<file path="config.mk">
export PLATFORM = sky130hd
export DESIGN_NAME = key_sched_ctrl
export DESIGN_NICKNAME = d
export VERILOG_FILES = /design/src/rtl/key_sched_ctrl.sv
export SDC_FILE = /design/constraint.sdc
export NUM_CORES = 2
export LEC_CHECK = 0
export CORE_UTILIZATION = 35
export CTS_CLUSTER_DIAMETER = 100
export CTS_CLUSTER_SIZE = 10
export DETAILED_ROUTE_END_ITERATION = 12
export HOLD_SLACK_MARGIN = 0.02
export PLACE_DENSITY = 0.53
export SKIP_LAST_GASP = 1
export SLEW_MARGIN = 20
export SYNTH_ARGS = -nofsm -noshare
export SYNTH_HDL_FRONTEND = slang
export SYNTH_SLANG_ARGS = --single-unit
</file>
<file path="constraint.sdc">
create_clock -name clk -period 2.2 [get_ports clk]
set_input_delay 0.44 -clock clk [delete_from_list [all_inputs] [get_ports clk]]
set_output_delay 0.44 -clock clk [all_outputs]
set_load 0.005 [all_outputs]
</file>
<file path="src/rtl/key_sched_ctrl.sv">
// Round-key store and sequencer for an external AES-128 key-expansion engine.
// Optional zeroize support (input zeroize, ZERO state) is built when KEY_SCHED_ZEROIZE_EN is defined.
module key_sched_ctrl #(
   parameter int unsigned TIMEOUT = 32
) (
   input  logic         clk,
   input  logic         rst_n,
`ifdef KEY_SCHED_ZEROIZE_EN
   input  logic         zeroize,
`endif
   input  logic         key_valid,
   input  logic [127:0] key_data,
   output logic         key_ready,
   output logic         exp_rst,
   output logic         exp_key_valid,
   output logic [127:0] exp_key_in,
   input  logic [127:0] exp_key,
   input  logic [3:0]   exp_addr,
   input  logic         exp_loaded,
   input  logic         rk_req,
   input  logic [3:0]   rk_idx,
   output logic         rk_ack,
   output logic [127:0] rk_data,
   output logic         keys_valid,
   output logic         busy,
   output logic         err
);

   localparam int unsigned CW = $clog2(TIMEOUT + 1);

`ifdef KEY_SCHED_ZEROIZE_EN
   typedef enum logic [2:0] {IDLE, CLEAR, LOAD, COLLECT, READY, ERROR, ZERO} state_t;
`else
   typedef enum logic [2:0] {IDLE, CLEAR, LOAD, COLLECT, READY, ERROR} state_t;
`endif

   state_t         state, nxt;
   logic [CW-1:0]  cnt;
   logic [10:0]    mask;
   logic [127:0]   slot [11];
   logic [127:0]   key_q;
   logic [127:0]   rd_sel;
   logic           hs;
   logic           busy_nxt;
`ifdef KEY_SCHED_ZEROIZE_EN
   logic [3:0]     zcnt;
`endif

   assign hs         = key_valid && key_ready;
   assign exp_key_in = key_q;

   always_comb begin
      nxt = state;
      case (state)
         IDLE, READY, ERROR: if (hs) nxt = CLEAR;
         CLEAR:              nxt = LOAD;
         LOAD:               nxt = COLLECT;
         COLLECT: begin
            if (&mask && exp_loaded)
               nxt = READY;
            else if (cnt == CW'(TIMEOUT - 1))
               nxt = ERROR;
         end
`ifdef KEY_SCHED_ZEROIZE_EN
         ZERO:               if (zcnt == 4'd10) nxt = IDLE;
`endif
         default:            nxt = IDLE;
      endcase
`ifdef KEY_SCHED_ZEROIZE_EN
      // zeroize overrides any handshake; a running wipe is not restarted
      if (zeroize && state != ZERO) nxt = ZERO;
`endif
   end

   always_comb begin
      busy_nxt = (nxt == CLEAR) || (nxt == LOAD) || (nxt == COLLECT);
`ifdef KEY_SCHED_ZEROIZE_EN
      if (nxt == ZERO) busy_nxt = 1'b1;
`endif
   end

   // status outputs are registered decodes of the next state
   always_ff @(posedge clk or negedge rst_n) begin
      if (!rst_n) begin
         state         <= IDLE;
         key_ready     <= 1'b1;
         exp_rst       <= 1'b0;
         exp_key_valid <= 1'b0;
         keys_valid    <= 1'b0;
         busy          <= 1'b0;
         err           <= 1'b0;
      end else begin
         state         <= nxt;
         key_ready     <= (nxt == IDLE) || (nxt == READY) || (nxt == ERROR);
         exp_rst       <= (nxt == CLEAR);
         exp_key_valid <= (nxt == LOAD);
         keys_valid    <= (nxt == READY);
         busy          <= busy_nxt;
         err           <= (nxt == ERROR);
      end
   end

   always_ff @(posedge clk or negedge rst_n) begin
      if (!rst_n) begin
         key_q <= '0;
         cnt   <= '0;
         mask  <= '0;
         for (int unsigned i = 0; i < 11; i++) slot[i] <= '0;
      end else begin
         if (hs && nxt == CLEAR) key_q <= key_data;
         if (state == COLLECT) cnt <= cnt + CW'(1);
         else                  cnt <= '0;
         if (state == CLEAR) mask <= '0;
         for (int unsigned i = 0; i < 11; i++) begin
            if (state == COLLECT && exp_addr == 4'(i + 1)) begin
               slot[i] <= exp_key;
               mask[i] <= 1'b1;
            end
`ifdef KEY_SCHED_ZEROIZE_EN
            if (state == ZERO && zcnt == 4'(i)) slot[i] <= '0;
`endif
         end
`ifdef KEY_SCHED_ZEROIZE_EN
         if (state == ZERO) begin
            key_q <= '0;
            mask  <= '0;
         end
`endif
      end
   end

`ifdef KEY_SCHED_ZEROIZE_EN
   always_ff @(posedge clk or negedge rst_n) begin
      if (!rst_n)              zcnt <= '0;
      else if (state == ZERO)  zcnt <= zcnt + 4'd1;
      else                     zcnt <= '0;
   end
`endif

   always_comb begin
      rd_sel = '0;
      for (int unsigned i = 0; i < 11; i++)
         if (rk_idx == 4'(i)) rd_sel = slot[i];
   end

   // slots are untouched until COLLECT, so a read racing a new key returns old data
   always_ff @(posedge clk or negedge rst_n) begin
      if (!rst_n) begin
         rk_ack  <= 1'b0;
         rk_data <= '0;
      end else begin
         rk_ack  <= rk_req && keys_valid;
         rk_data <= (rk_req && keys_valid) ? rd_sel : '0;
      end
   end

endmodule

</file>
==> results.yml <==
setup_path:
  r2r_cells: 9
  setup.worst_path.class: "flip-flop to flip-flop"
  cp.arrival_ns: 2.86
  cp_data_required_time_ns: 2.89
  crit_chain: "nor2b_2, buf_6, nand4b_1, buf_6, nor2_4, buf_12, buf_16, buf_16, mux2_2"
  endpoint_kind: "flip-flop"
  slowest_delay_ns: 0.40
  slowest_stage: "dfrtp_1"
  cp-start-kind: "flip-flop"
  cp_max_fo: 9
global_route:
  gr-total-overflow: 0
  grt_pass1_wl_mm: 366
  grt_max_degree: 123
  antenna_found_initial: 33
  grt_pass1_vias: 54200
  grt_usage: 0.224
floorplanning:
  fp.dieW_um: 467
  core-area_um2: 215000
  initial_utilization: 0.352
  boundaryPins: 532
  dieHeight_um: 467
  row_count: 170
  design.die.area_um2: 218000
cells_and_area:
  area_growth_syn_to_layout_pct: 24.7
  fin_nets: 6693
  final_cell_area_um2: 94300
  layout_commonest_cell: "dfrtp_1"
  final_cell_mix: "1681 x dfrtp_1, 1507 x mux2_2, 442 x clkdlybuf4s50_1, 321 x buf_4, 295 x a21oi_1"
  final_layout_size_suffix_gt1_frac: 0.373
  nFillCells: 19600
detailed_routing:
  drt-total-wl_mm: 248
  antenna_left: 0
  drt_iter0_markers: 3744
  wl_per_cell_um: 26.6
  vias_per_cell: 5.52
  via_count: 51400
  post-route-drc-count: 0
  dr.pass1.iters: 7
synthesis:
  synth-main-ff-cell: "dfrtp_1"
  yosysSeqAreaShare: 0.559
  synth_cells: 5742
  synth_top_area_frac: 0.559
  syn-num-nets: 6012
  synthAdderAreaFrac: 0.000165
  yosys.area_share.simple: 0.0295
  syn-cell-area_um2: 75700
  muxShareOfSynthArea: 0.269
  synth-compound-area-share: 0.103
  yosys.area.top_type: "dfrtp_1"
  ys_types: 62
  synth_top_family_by_area: "multiplexers"
  avgSynthCellArea_um2: 13.2
  synth_edf_count: 0
  yosysWarnings: 0
  yosys_register_bits: 1691
  synthArstFlopShare: 1.00
  yosys-top-cells-area: "dfrtp_1 56%, mux2_2 23%, mux2i_1 2.4%"
  synthXorXnorAreaFrac: 0.000463
timing:
  finalCritPeriodShare: 0.987
  hold_violations: 0
  fmax_mhz: 460
  rsz0062_at_grt: "true"
  fin_crit_ns: 2.17
  slew_headroom: 0.416
  setup_viol: 0
  setup_tns_ns: 0
  worst_pin_slew_ns: 0.874
  slew_viol_final: 0
  skew_ns: 0.0335
clock_network:
  clockBufferDepth: 3
  htreeDepth: 4
  cts.sinks: 1691
  cts_tree: "done"
  clockRootBuffer: "clkbuf_16"
  worst_skew_pair.late_latency_ns: 0.84
  clk_pin_slew_ns: 0.06
  cts-buffers-inserted: 188
power:
  power_frac_comb: 0.246
  power_density_nw_per_um2: 1120
  switching_share: 0.280
  clkPwrFrac: 0.265
  netSwitchingPower_uw: 29600
  seq_power_share: 0.490
  leakage_uw: 0.0404
  p_int_uw: 76200
  ir_drop_mv: 0.833
place:
  place_congestion: 0.811
  post_dp_cell_area_um2: 88600
  numPortBuffers: 531
  post-dp-hpwl_mm: 162
hold_path:
  hp-class: "primary input to asynchronous set/reset pin"
job:
  cap_violations: 0
run_status:
  status: "finished clean"
==> worst max-delay path, delay by kind of cell, from the launching register on <==
family | cells | cell delay, ns
AND/OR/NAND/NOR | 3 | 0.39
flip-flops | 1 | 0.40
multiplexers | 1 | 0.35
buffers and inverters | 5 | 0.84
==> sequential cells by signal (all words and copies together), names as in the netlist <==
name           count
cnt                6
exp_rst            1
exp_key_in       128
exp_key_valid      1
busy               1
state              3
rk_ack             1
slot            1408
err                1
rk_data          128
mask              11
key_ready          1
keys_valid         1
==> power by group through the flow <==
stage          logic (uW)  registers, uW  clock network (uW)
2_1_floorplan       18800          49900                   0
3_3_place_gp        25100          51500                   0
3_5_place_dp        25800          52100                   0
4_1_cts             25900          51600               28800
5_1_grt             28400          53400               29900
6_report            26000          51800               28000
==> metrics by stage <==
| step | total power, uW | util | cells | hold slack, ns | setup WS [ns] |
|---|---|---|---|---|---|
| after floorplan | 68700 | - | 5742 | 0.144 | 0.174 |
| after global placement | 76600 | 0.413 | 9047 | 0.346 | -0.471 |
| after detailed placement | 77900 | 0.413 | 9047 | 0.345 | -0.498 |
| after CTS | 106000 | 0.437 | 9272 | 0.128 | 0.000606 |
| after global routing | 112000 | 0.439 | 9298 | 0.149 | -0.0394 |
| final | 106000 | 0.439 | 9302 | 0.177 | 0.0283 |
==> synth_stat cells, drive strengths merged, types with 2 or more instances <==
| library cell | n |
|---|---|
| mux2 | 1552 |
| a31oi | 75 |
| nand2 | 154 |
| o21ai | 208 |
| a211oi | 4 |
| nor4 | 3 |
| o21ba | 16 |
| a21o | 26 |
| mux4 | 50 |
| nor2b | 10 |
| mux2i | 178 |
| o2bb2ai | 61 |
| inv | 78 |
| o21bai | 22 |
| nand2b | 28 |
| clkbuf | 327 |
| a22oi | 21 |
| and2 | 3 |
| nand4 | 3 |
| a22o | 107 |
| a2bb2oi | 19 |
| and3 | 2 |
| buf | 264 |
| xnor2 | 2 |
| nor2 | 159 |
| nor3 | 3 |
| xor2 | 2 |
| dfrtp | 1690 |
| o221ai | 105 |
| nand3 | 5 |
| o21a | 27 |
| or3 | 6 |
| a21oi | 295 |
| a221oi | 42 |
| nand3b | 81 |
| o32ai | 2 |
| o22ai | 30 |
| a222oi | 67 |
==> timing repair <==
action,CTS,global route
buffers inserted,6,4
setup endpoints to repair,359,152
gates resized for setup,92,51
cloned,1,12
hold buffers,1,0
pin swaps,3,3
endpoints found under the hold margin,816,0
==> per-layer routing <==
layer / part of all wire / wire length [um] / GRT usage
met5: 0.00034 / 83 / 0
met4: 0.029 / 7120 / 0.0719
met3: 0.053 / 13200 / 0.0406
met2: 0.48 / 119000 / 0.368
met1: 0.44 / 108000 / 0.296
==> cell families after synthesis <==
logic type	after synthesis
adder cells (fa/ha/maj)	1
buffers and inverters	669
AO/OA/AOI/OAI	1135
AND/OR/NAND/NOR	462
XOR/XNOR	4
multiplexers	1780
flip-flops	1691
==> area by class of cell <==
class / count / area (um2) / share of cell area
multi-input combinational: 3382 / 30700 / 0.326
antenna: 14 / 35.0 / 0.000371
sequential: 1691 / 42300 / 0.449
clock buffer: 203 / 4830 / 0.0513
timing repair buffer: 1082 / 12300 / 0.130
clock inverter: 14 / 218 / 0.00231
inverter: 78 / 303 / 0.00321
tap: 2838 / 3550 / 0.0377
==> worst paths after layout <==
path / startpoint / endpoint / slack [ns]
hold reg to reg: cnt[0] / cnt[0] / 0.45
setup / recovery: state[2] / slot[694] / 0.03
setup reg to reg: state[2] / slot[694] / 0.03
min in group clk: key_data[60] / exp_key_in[60] / 0.22
max in group asynchronous: rst_n / rk_data[84] / 1.01
hold / removal: rst_n / slot[1278] / 0.18
No activity file was read; power rests on OpenSTA's default activity.
